$ cat src/rtl/rv_ifetch.sv
// rv_ifetch: RISC-V instruction fetch stage.
// Credit-limited in-order fetch into a small {pc, instr} buffer, with redirect flush and stale-response dropping.
module rv_ifetch #(
    parameter logic [31:0] RESET_PC   = 32'h0000_0000,
    parameter int unsigned FIFO_DEPTH = 2
) (
    input  logic        clk,
    input  logic        rst_n,
    output logic        imem_req_valid,
    output logic [31:0] imem_req_addr,
    input  logic        imem_req_ready,
    input  logic        imem_rsp_valid,
    input  logic [31:0] imem_rsp_data,
    input  logic        redirect_valid,
    input  logic [31:0] redirect_pc,
    output logic        if_valid,
    output logic [31:0] if_instr,
    output logic [31:0] if_pc,
    input  logic        if_ready
);
    localparam int unsigned PTR_W = (FIFO_DEPTH > 1) ? $clog2(FIFO_DEPTH) : 1;
    localparam int unsigned CNT_W = PTR_W + 1;
    localparam int unsigned SUM_W = CNT_W + 1;

    typedef struct packed {
        logic [31:0] pc;
        logic [31:0] instr;
    } fetch_entry_t;

    logic [31:0]      fetch_pc;
    logic [CNT_W-1:0] outstanding;
    logic [CNT_W-1:0] drop_cnt;
    logic [CNT_W-1:0] fifo_count;
    logic [PTR_W-1:0] fifo_rd;
    logic [PTR_W-1:0] fifo_wr;
    logic [PTR_W-1:0] tag_rd;
    logic [PTR_W-1:0] tag_wr;
    fetch_entry_t     fifo_mem [FIFO_DEPTH];
    logic [31:0]      tag_mem  [FIFO_DEPTH];

    logic [31:0]      redirect_base;
    logic [SUM_W-1:0] credit_used;
    logic             req_fire;
    logic             deq;
    logic             rsp_keep;
    fetch_entry_t     head;
    fetch_entry_t     push_entry;

    // Handshake and credit decode; a same-cycle decode pop frees its slot for a new request.
    always_comb begin
        redirect_base    = redirect_pc & 32'hFFFF_FFFC;
        head             = fifo_mem[fifo_rd];
        push_entry.pc    = tag_mem[tag_rd];
        push_entry.instr = imem_rsp_data;
        if_valid         = (fifo_count != '0) && !redirect_valid;
        deq              = if_valid && if_ready;
        credit_used      = SUM_W'(outstanding) + SUM_W'(fifo_count) - SUM_W'(deq);
        imem_req_valid   = rst_n && !redirect_valid && (credit_used < SUM_W'(FIFO_DEPTH));
        req_fire         = imem_req_valid && imem_req_ready;
        rsp_keep         = imem_rsp_valid && (drop_cnt == '0) && !redirect_valid;
    end

    assign imem_req_addr = fetch_pc;
    assign if_pc         = head.pc;
    assign if_instr      = head.instr;

    // Fetch PC: a redirect overrides the sequential advance.
    always_ff @(posedge clk or negedge rst_n) begin
        if (!rst_n) begin
            fetch_pc <= RESET_PC;
        end else if (redirect_valid) begin
            fetch_pc <= redirect_base;
        end else if (req_fire) begin
            fetch_pc <= fetch_pc + 32'd4;
        end
    end

    // After a redirect every request still in flight is stale, including those of
    // earlier undrained redirects, so the drop count becomes what remains outstanding.
    always_ff @(posedge clk or negedge rst_n) begin
        if (!rst_n) begin
            outstanding <= '0;
            drop_cnt    <= '0;
        end else begin
            outstanding <= outstanding + CNT_W'(req_fire) - CNT_W'(imem_rsp_valid);
            if (redirect_valid) begin
                drop_cnt <= outstanding - CNT_W'(imem_rsp_valid);
            end else if (imem_rsp_valid && (drop_cnt != '0)) begin
                drop_cnt <= drop_cnt - CNT_W'(1);
            end
        end
    end

    // Tag FIFO: every response retires one tag, kept or dropped.
    always_ff @(posedge clk or negedge rst_n) begin
        if (!rst_n) begin
            tag_wr <= '0;
            tag_rd <= '0;
            for (int i = 0; i < int'(FIFO_DEPTH); i++) begin
                tag_mem[i] <= '0;
            end
        end else begin
            if (req_fire) begin
                tag_mem[tag_wr] <= fetch_pc;
                tag_wr          <= tag_wr + PTR_W'(1);
            end
            if (imem_rsp_valid) begin
                tag_rd <= tag_rd + PTR_W'(1);
            end
        end
    end

    // Instruction buffer; credit guarantees a free slot for every kept response.
    always_ff @(posedge clk or negedge rst_n) begin
        if (!rst_n) begin
            fifo_wr    <= '0;
            fifo_rd    <= '0;
            fifo_count <= '0;
            for (int i = 0; i < int'(FIFO_DEPTH); i++) begin
                fifo_mem[i] <= '0;
            end
        end else if (redirect_valid) begin
            fifo_rd    <= fifo_wr;
            fifo_count <= '0;
        end else begin
            if (rsp_keep) begin
                fifo_mem[fifo_wr] <= push_entry;
                fifo_wr           <= fifo_wr + PTR_W'(1);
            end
            if (deq) begin
                fifo_rd <= fifo_rd + PTR_W'(1);
            end
            fifo_count <= fifo_count + CNT_W'(rsp_keep) - CNT_W'(deq);
        end
    end

endmodule

$ cat config.mk
export PLATFORM = sky130hd
export DESIGN_NAME = rv_ifetch
export DESIGN_NICKNAME = d
export VERILOG_FILES = /design/src/rtl/rv_ifetch.sv
export SDC_FILE = /design/constraint.sdc
export NUM_CORES = 1
export LEC_CHECK = 0
export ABC_CLOCK_PERIOD_IN_PS = 7600
export BUFFER_PORTS_ARGS = -buffer_cell sky130_fd_sc_hd__buf_2
export CAP_MARGIN = 40
export CORE_MARGIN = 8
export CORE_UTILIZATION = 35
export DETAILED_ROUTE_END_ITERATION = 12
export HOLD_SLACK_MARGIN = 0.03
export PLACE_DENSITY = 0.57
export SKIP_LAST_GASP = 1
export SYNTH_ARGS = -nofsm -noshare
export SYNTH_HDL_FRONTEND = slang
export SYNTH_SLANG_ARGS = --single-unit
export TNS_END_PERCENT = 100
$ cat constraint.sdc
create_clock -name clk -period 7.6 [get_ports clk]
set_clock_uncertainty 0.2 [all_clocks]
set_input_delay 0 -clock clk [delete_from_list [all_inputs] [get_ports clk]]
set_output_delay 0 -clock clk [all_outputs]
set_load 0.02 [all_outputs]
* Word-level counts from Yosys, hierarchy flattened
Index checks and enable logic that the tools add are counted.
** Storage, ports and cells
- Input bits :: 70
- Output and inout bits :: 98
- Flip-flop bits (word level) :: 234
- Logic and storage cells :: 76
** Operators by class
- Muxes and demuxes :: 19
- $add $sub $neg :: 13
- Order comparisons :: 7
- Reductions and logical operators :: 18
- Bitwise operators :: 5
** Operator list (number)
- $mux 64 :: 4
- $mux 32 :: 6
- $bwmux 128 :: 1
- $bwmux 64 :: 1
- $demux 64 s1 :: 1
- $add 32x3->32 const B :: 1
- $demux 32 s1 :: 1
- $logic_and 1x1->1 :: 10
- $reduce_bool 2->1 :: 5
- $ge 2x2->1 const B :: 4
- $not 1->2 :: 4
- $mux 2 :: 3
- $sub 2x1->2 :: 3
- $add 1x1->1 const B :: 4
- $add 2x1->2 :: 2
- $lt 2x1->1 const B :: 2
- $add 2x2->3 :: 1
- $lt 3x2->1 const B :: 1
- $sub 3x1->3 :: 1
- $logic_not 2->1 :: 1
- $mux 1 :: 2
- $reduce_and 2->1 :: 1
- $sub 2x1->2 const B :: 1
- $logic_not 1->1 :: 1
- $not 1->1 :: 1

* Depth between registers and ports, before layout
- Depth after elaboration :: 9
- Depth in mapped cells :: 15
- Gate-level depth less buffers :: 14

* Worst setup path before layout
OpenSTA, ideal clock, no wires.
- Path type :: reg2reg
- From :: reg fifo_count[0]
- To :: reg outstanding[1]
- Data required time :: 7277 ps
- Path slack :: 4044 ps
- Cell stages (with the launch flop) :: 16
- Arrival :: 3234 ps
- Period minus slack after synthesis :: 3556 ps
- Setup time :: 123 ps
- Cell sequence :: dfrtp_1 > inv_1 > a21oi_1 > and2_1 > ha_1 > nand2b_1 > fa_1 > nand4b_4 > nor2_4 > inv_2 > buf_2 > ha_1 > inv_1 > ha_1 > xnor2_1 > xnor2_1
** On the way
- Longest elaborated chain between the ends :: 9
- Elaborated cells on any way between the ends :: 10
** Ends and longest elaborated chain
- start: declaration :: RTL line 33 : logic [CNT_W-1:0] fifo_count;
- start signal: assignment :: RTL line 133 : fifo_count <= fifo_count + CNT_W'(rsp_keep) - CNT_W'(deq);
- $reduce_bool 2->1 :: RTL line 55 : if_valid = (fifo_count != '0) && !redirect_valid;
- $logic_and 1x1->1 :: RTL line 55
- via if_valid :: RTL line 16 : output logic if_valid,
- $logic_and 1x1->1 :: RTL line 56 : deq = if_valid && if_ready;
- $sub 3x1->3 :: RTL line 57 : credit_used = SUM_W'(outstanding) + SUM_W'(fifo_count) - SUM_W'(deq);
- $lt 3x2->1 :: RTL line 58 : imem_req_valid = rst_n && !redirect_valid && (credit_used < SUM_W'(FIFO_DEPTH));
- $logic_and 1x1->1 :: RTL line 58
- $logic_and 1x1->1 :: RTL line 59 : req_fire = imem_req_valid && imem_req_ready;
- $add 2x1->2 :: RTL line 85 : outstanding <= outstanding + CNT_W'(req_fire) - CNT_W'(imem_rsp_valid);
- $sub 2x1->2 :: RTL line 85
- end signal: assignment :: RTL line 85
- end: declaration :: RTL line 31 : logic [CNT_W-1:0] outstanding;
The timed path passes the listed nets, and every way through them passes these cells.
A chain may end at the register's enable or synchronous reset.

* Final worst setup path
- From :: in redirect_valid
- To :: reg fetch_pc[13] (netlist: imem_req_addr[13])
** On the way
- Longest elaborated chain between the ends :: 8
- Elaborated cells on any way between the ends :: 10
** Ends and longest elaborated chain
- start: declaration :: RTL line 14 : input logic redirect_valid,
- $logic_not 1->1 :: RTL line 55, 58
- $logic_and 1x1->1 :: RTL line 55
- $logic_and 1x1->1 :: RTL line 56
- $sub 3x1->3 :: RTL line 57
- $lt 3x2->1 :: RTL line 58
- $logic_and 1x1->1 :: RTL line 58
- $logic_and 1x1->1 :: RTL line 59
- $reduce_bool 2->1 (no line)
- end signal: assignment :: RTL line 72 : fetch_pc <= redirect_base;
- end signal: assignment :: RTL line 74 : fetch_pc <= fetch_pc + 32'd4;
- end: declaration :: RTL line 30 : logic [31:0] fetch_pc;
Several ways; a longest one is shown, not always the timed one.

==> flow_metrics.env <==
export IMPL_final_hold_viol_count=0
export IMPL_die_height_um=187
export IMPL_layout_worst_path_cycle_share_pct=60.8
export IMPL_routed_via_count=7377
export IMPL_rsz_0062_raised_after_global_routing="false"
export IMPL_avgViaCountPerCell=4.93
export IMPL_whs_ns=0.0661
export IMPL_synthesis_instances=836
export IMPL_worstMarginPinSlew_ns=0.870
export IMPL_detail_route_wirelength_um=26600
export IMPL_drt_iter0_markers=369
export IMPL_highest_layer_used_for_signal_routing="met4"
export IMPL_synthesis_yosys_warnings=0
export IMPL_die_w_um=187
export IMPL_power_switching_fraction_pct=34.4
export IMPL_first_global_vias=7769
export IMPL_ant_nets=0
export IMPL_critical_path_endpoint_type="flip-flop"
export IMPL_synth_top_cells_by_area="sky130_fd_sc_hd__dfrtp_1 (55%), sky130_fd_sc_hd__mux2_2 (20%), sky130_fd_sc_hd__mux2i_1 (3.0%)"
export IMPL_synth_edff_count=0
export IMPL_timing_max_slew_rel_slack_pct=42.0
export IMPL_postSynth_topFlopCell="sky130_fd_sc_hd__dfrtp_1"
export IMPL_drcViolationCount=0
export IMPL_max_cap_violations=0
export IMPL_worst_hold_path_type="primary input to flip-flop"
export IMPL_grt_start_max_net_pins=80
export IMPL_postSynthRegisterBits=224
export IMPL_synthArstFlopShare_pct=100
export IMPL_power_frac_comb_pct=36.5
export IMPL_critPathRequiredTime_ns=7.80
export IMPL_p_leak_nw=6.25
export IMPL_gp_congestion=0.764
export IMPL_place_hpwl_um=17300
export IMPL_internal_cell_power_mw=3.30
export IMPL_clk_transition_reported_paths_ns=0.06
export IMPL_met3RoutedLength_um=1470
export IMPL_routedWlPerCell_um=17.8
export IMPL_startpoint_type="primary input"
export IMPL_yosysTopAreaCell="sky130_fd_sc_hd__dfrtp_1"
export IMPL_clock_power_share_pct=23.9
export IMPL_p_sw_mw=1.73
export IMPL_cts_buffer_depth=3
export IMPL_syn_area_mm2=0.0102
export IMPL_postCtsResizedCells=0
export IMPL_floorplan_io_pins=168
export IMPL_placeableCoreArea_mm2=0.0287
export IMPL_timing_critical_path_arrival_ns=4.82
export IMPL_fin_tns_setup_ns=0
export IMPL_timing_worst_setup_path_type="primary input to flip-flop"
export IMPL_power_density_cell_area_mw_per_mm2=376
export IMPL_grtUsageTotal_pct=15.2
export IMPL_report_final_slew_viol_count=0
export IMPL_dr_wl_met2_um=12400
export IMPL_finalSetupViolations=0
export IMPL_status="complete, no violations"
export IMPL_number_of_distinct_library_cell_variants_in_the_gate_level_netlist_after_synthesis=52
export IMPL_timing_final_crit_period_ns=4.62
export IMPL_number_of_antenna_violations_at_the_first_check_in_global_routing=0
export IMPL_port_buffers=161
export IMPL_floorplan_rows=62
export IMPL_post_route_cells_drive_above_1_share_pct=36.7
export IMPL_power_mw=5.03
export IMPL_synth_top_area_share_pct=55.0
export IMPL_fin_nets=1174
export IMPL_ctsHtreeMaxLevel=1
export IMPL_clock_fmax_mhz=216
export IMPL_most_frequent_cell_after_synthesis="sky130_fd_sc_hd__dfrtp_1"
export IMPL_synth_commonest_cells="sky130_fd_sc_hd__dfrtp_1 (224), sky130_fd_sc_hd__mux2_2 (182), sky130_fd_sc_hd__nand2_1 (66)"
export IMPL_seq_area_frac_synth_pct=55.0
export IMPL_cts_sinks=224
export IMPL_drtPass1Iterations=4
export IMPL_sequentialPowerShare_pct=39.6
export IMPL_globalRoute_totalOverflow=0
export IMPL_postSynthAreaPerCell_um2=12.2
export IMPL_initial_standard_cell_utilization_of_the_core_pct=35.5
export IMPL_diodes=0
export IMPL_cp_max_fo=46
export IMPL_first_pass_grt_wire_length_um=43600
export IMPL_cts_root_buffer_cell="sky130_fd_sc_hd__clkbuf_16"
export IMPL_clock_insertion_delay_worst_skew_ns=0.51
export IMPL_numCtsBuffers=26
export IMPL_cts_tree="yes"
export IMPL_area_delta_synth_final_pct=31.1
export IMPL_wl_met1_um=12200
export IMPL_peakVddDrop_uv=205
export IMPL_floorplan_die_area_mm2=0.0348
[logic make-up (layout without fill, tap and decap cells)]
logic type | Yosys count | in the layout | share of synthesized area (%)
buffers and inverters | 69 | 343 | 3.02
XOR/XNOR | 13 | 13 | 1.12
multiplexers | 215 | 215 | 23.4
adder cells (fa/ha/maj) | 10 | 10 | 1.30
AND/OR/NAND/NOR | 185 | 185 | 9.22
AO/OA/AOI/OAI | 119 | 119 | 6.94
other | 1 | 4 | 0.0368
flip-flops | 224 | 224 | 55.0
[power groups by stage]
stage,logic (mW),clock network (mW),registers [mW]
after floorplan,1.32,0,1.91
after global placement,1.73,0,2.02
after detailed placement,1.80,0,2.01
after CTS,1.86,1.24,2.00
after global routing,2.01,1.29,2.07
final,1.83,1.20,1.99
[registers in the layout, indices dropped and copies added, names as in the netlist]
| name | cells |
|---|---|
| tag_wr | 1 |
| tag_rd | 1 |
| fifo_rd | 1 |
| outstanding | 2 |
| tag_mem | 60 |
| fifo_wr | 1 |
| fifo_count | 2 |
| fifo_mem | 124 |
| imem_req_addr | 30 |
| drop_cnt | 2 |
[area by class of cell]
type / count / area (µm²)
Clock inverter: 6 / 58.8
Sequential cell: 224 / 5610
Clock buffer: 41 / 768
Multi-Input combinational cell: 546 / 4300
Inverter: 13 / 48.8
Tap cell: 384 / 480
Timing Repair Buffer: 283 / 2100
Fill cell: 2630 / 15300
[through the flow]
stage | worst slack [ns] | instance area [µm²] | util, % | instances
2_1_floorplan | 4.04 | 10200 | - | 839
3_3_place_gp | 3.09 | 11300 | 39.4 | 1336
3_5_place_dp | 3.00 | 11400 | 39.8 | 1341
4_1_cts | 3.02 | 13400 | 46.6 | 1497
5_1_grt | 2.74 | 13400 | 46.6 | 1497
6_report | 2.98 | 13400 | 46.6 | 1497
[worst max-delay path: stages]
cell and delay [ns]:
sky130_fd_sc_hd__dlygate4sd3_1 0.53, sky130_fd_sc_hd__buf_2 0.69, sky130_fd_sc_hd__a21oi_1 0.13, sky130_fd_sc_hd__and2_1 0.27
sky130_fd_sc_hd__ha_1 0.28, sky130_fd_sc_hd__nand2b_1 0.15, sky130_fd_sc_hd__fa_1 0.55, sky130_fd_sc_hd__nand4b_4 0.14
sky130_fd_sc_hd__nor2_4 0.44, sky130_fd_sc_hd__nand4_1 0.19, sky130_fd_sc_hd__a31oi_1 0.21, sky130_fd_sc_hd__dlygate4sd3_1 0.57
sky130_fd_sc_hd__o21ai_0 0.08, sky130_fd_sc_hd__dlygate4sd3_1 0.57
[layout by cell type, fill, tap and decap left out, drive strengths merged, types with 5 or more instances in the layout]
cell type    Yosys  final
o211ai           8      8
dfrtp          224    224
o311ai           5      5
nand3           23     23
ha               9      9
clkinv           0      5
mux2i           31     31
dlygate4sd3      0    108
nand4           14     14
a21oi           35     35
clkbuf          22     41
buf             34    175
o21ai           49     49
and3            10     10
nand2           66     66
inv             13     13
xnor2           10     10
mux2           184    184
nor2            49     49
[worst paths after layout]
path                       cells past startpoint           endpoint  slack (ns)         startpoint
max in group asynchronous                      5            fifo_rd        6.06              rst_n
min in group asynchronous                      4       fifo_mem[89]        0.52              rst_n
hold / removal                                 3       fifo_mem[21]        0.07  imem_rsp_data[21]
setup reg to reg                              13  imem_req_addr[13]        3.27      fifo_count[1]
setup / recovery                              14  imem_req_addr[13]        2.98     redirect_valid
hold reg to reg                                2       fifo_mem[49]        0.27       fifo_mem[49]
[timing repair]
item                                    in CTS  in global routing
hold buffers                               109                  0
endpoints found under the setup margin       0                  0
hold endpoints to repair                   247                  0
setup buffers                                0                  0
[routing by layer]
layer | vias up | global-route usage, %
met1 | 3667 | 20.1
met2 | 173 | 24.9
met4 | 0 | 3.36
met3 | 33 | 3.56
li1 | 3504 | -
met5 | - | 0
Power figures use the tool's default switching activity.
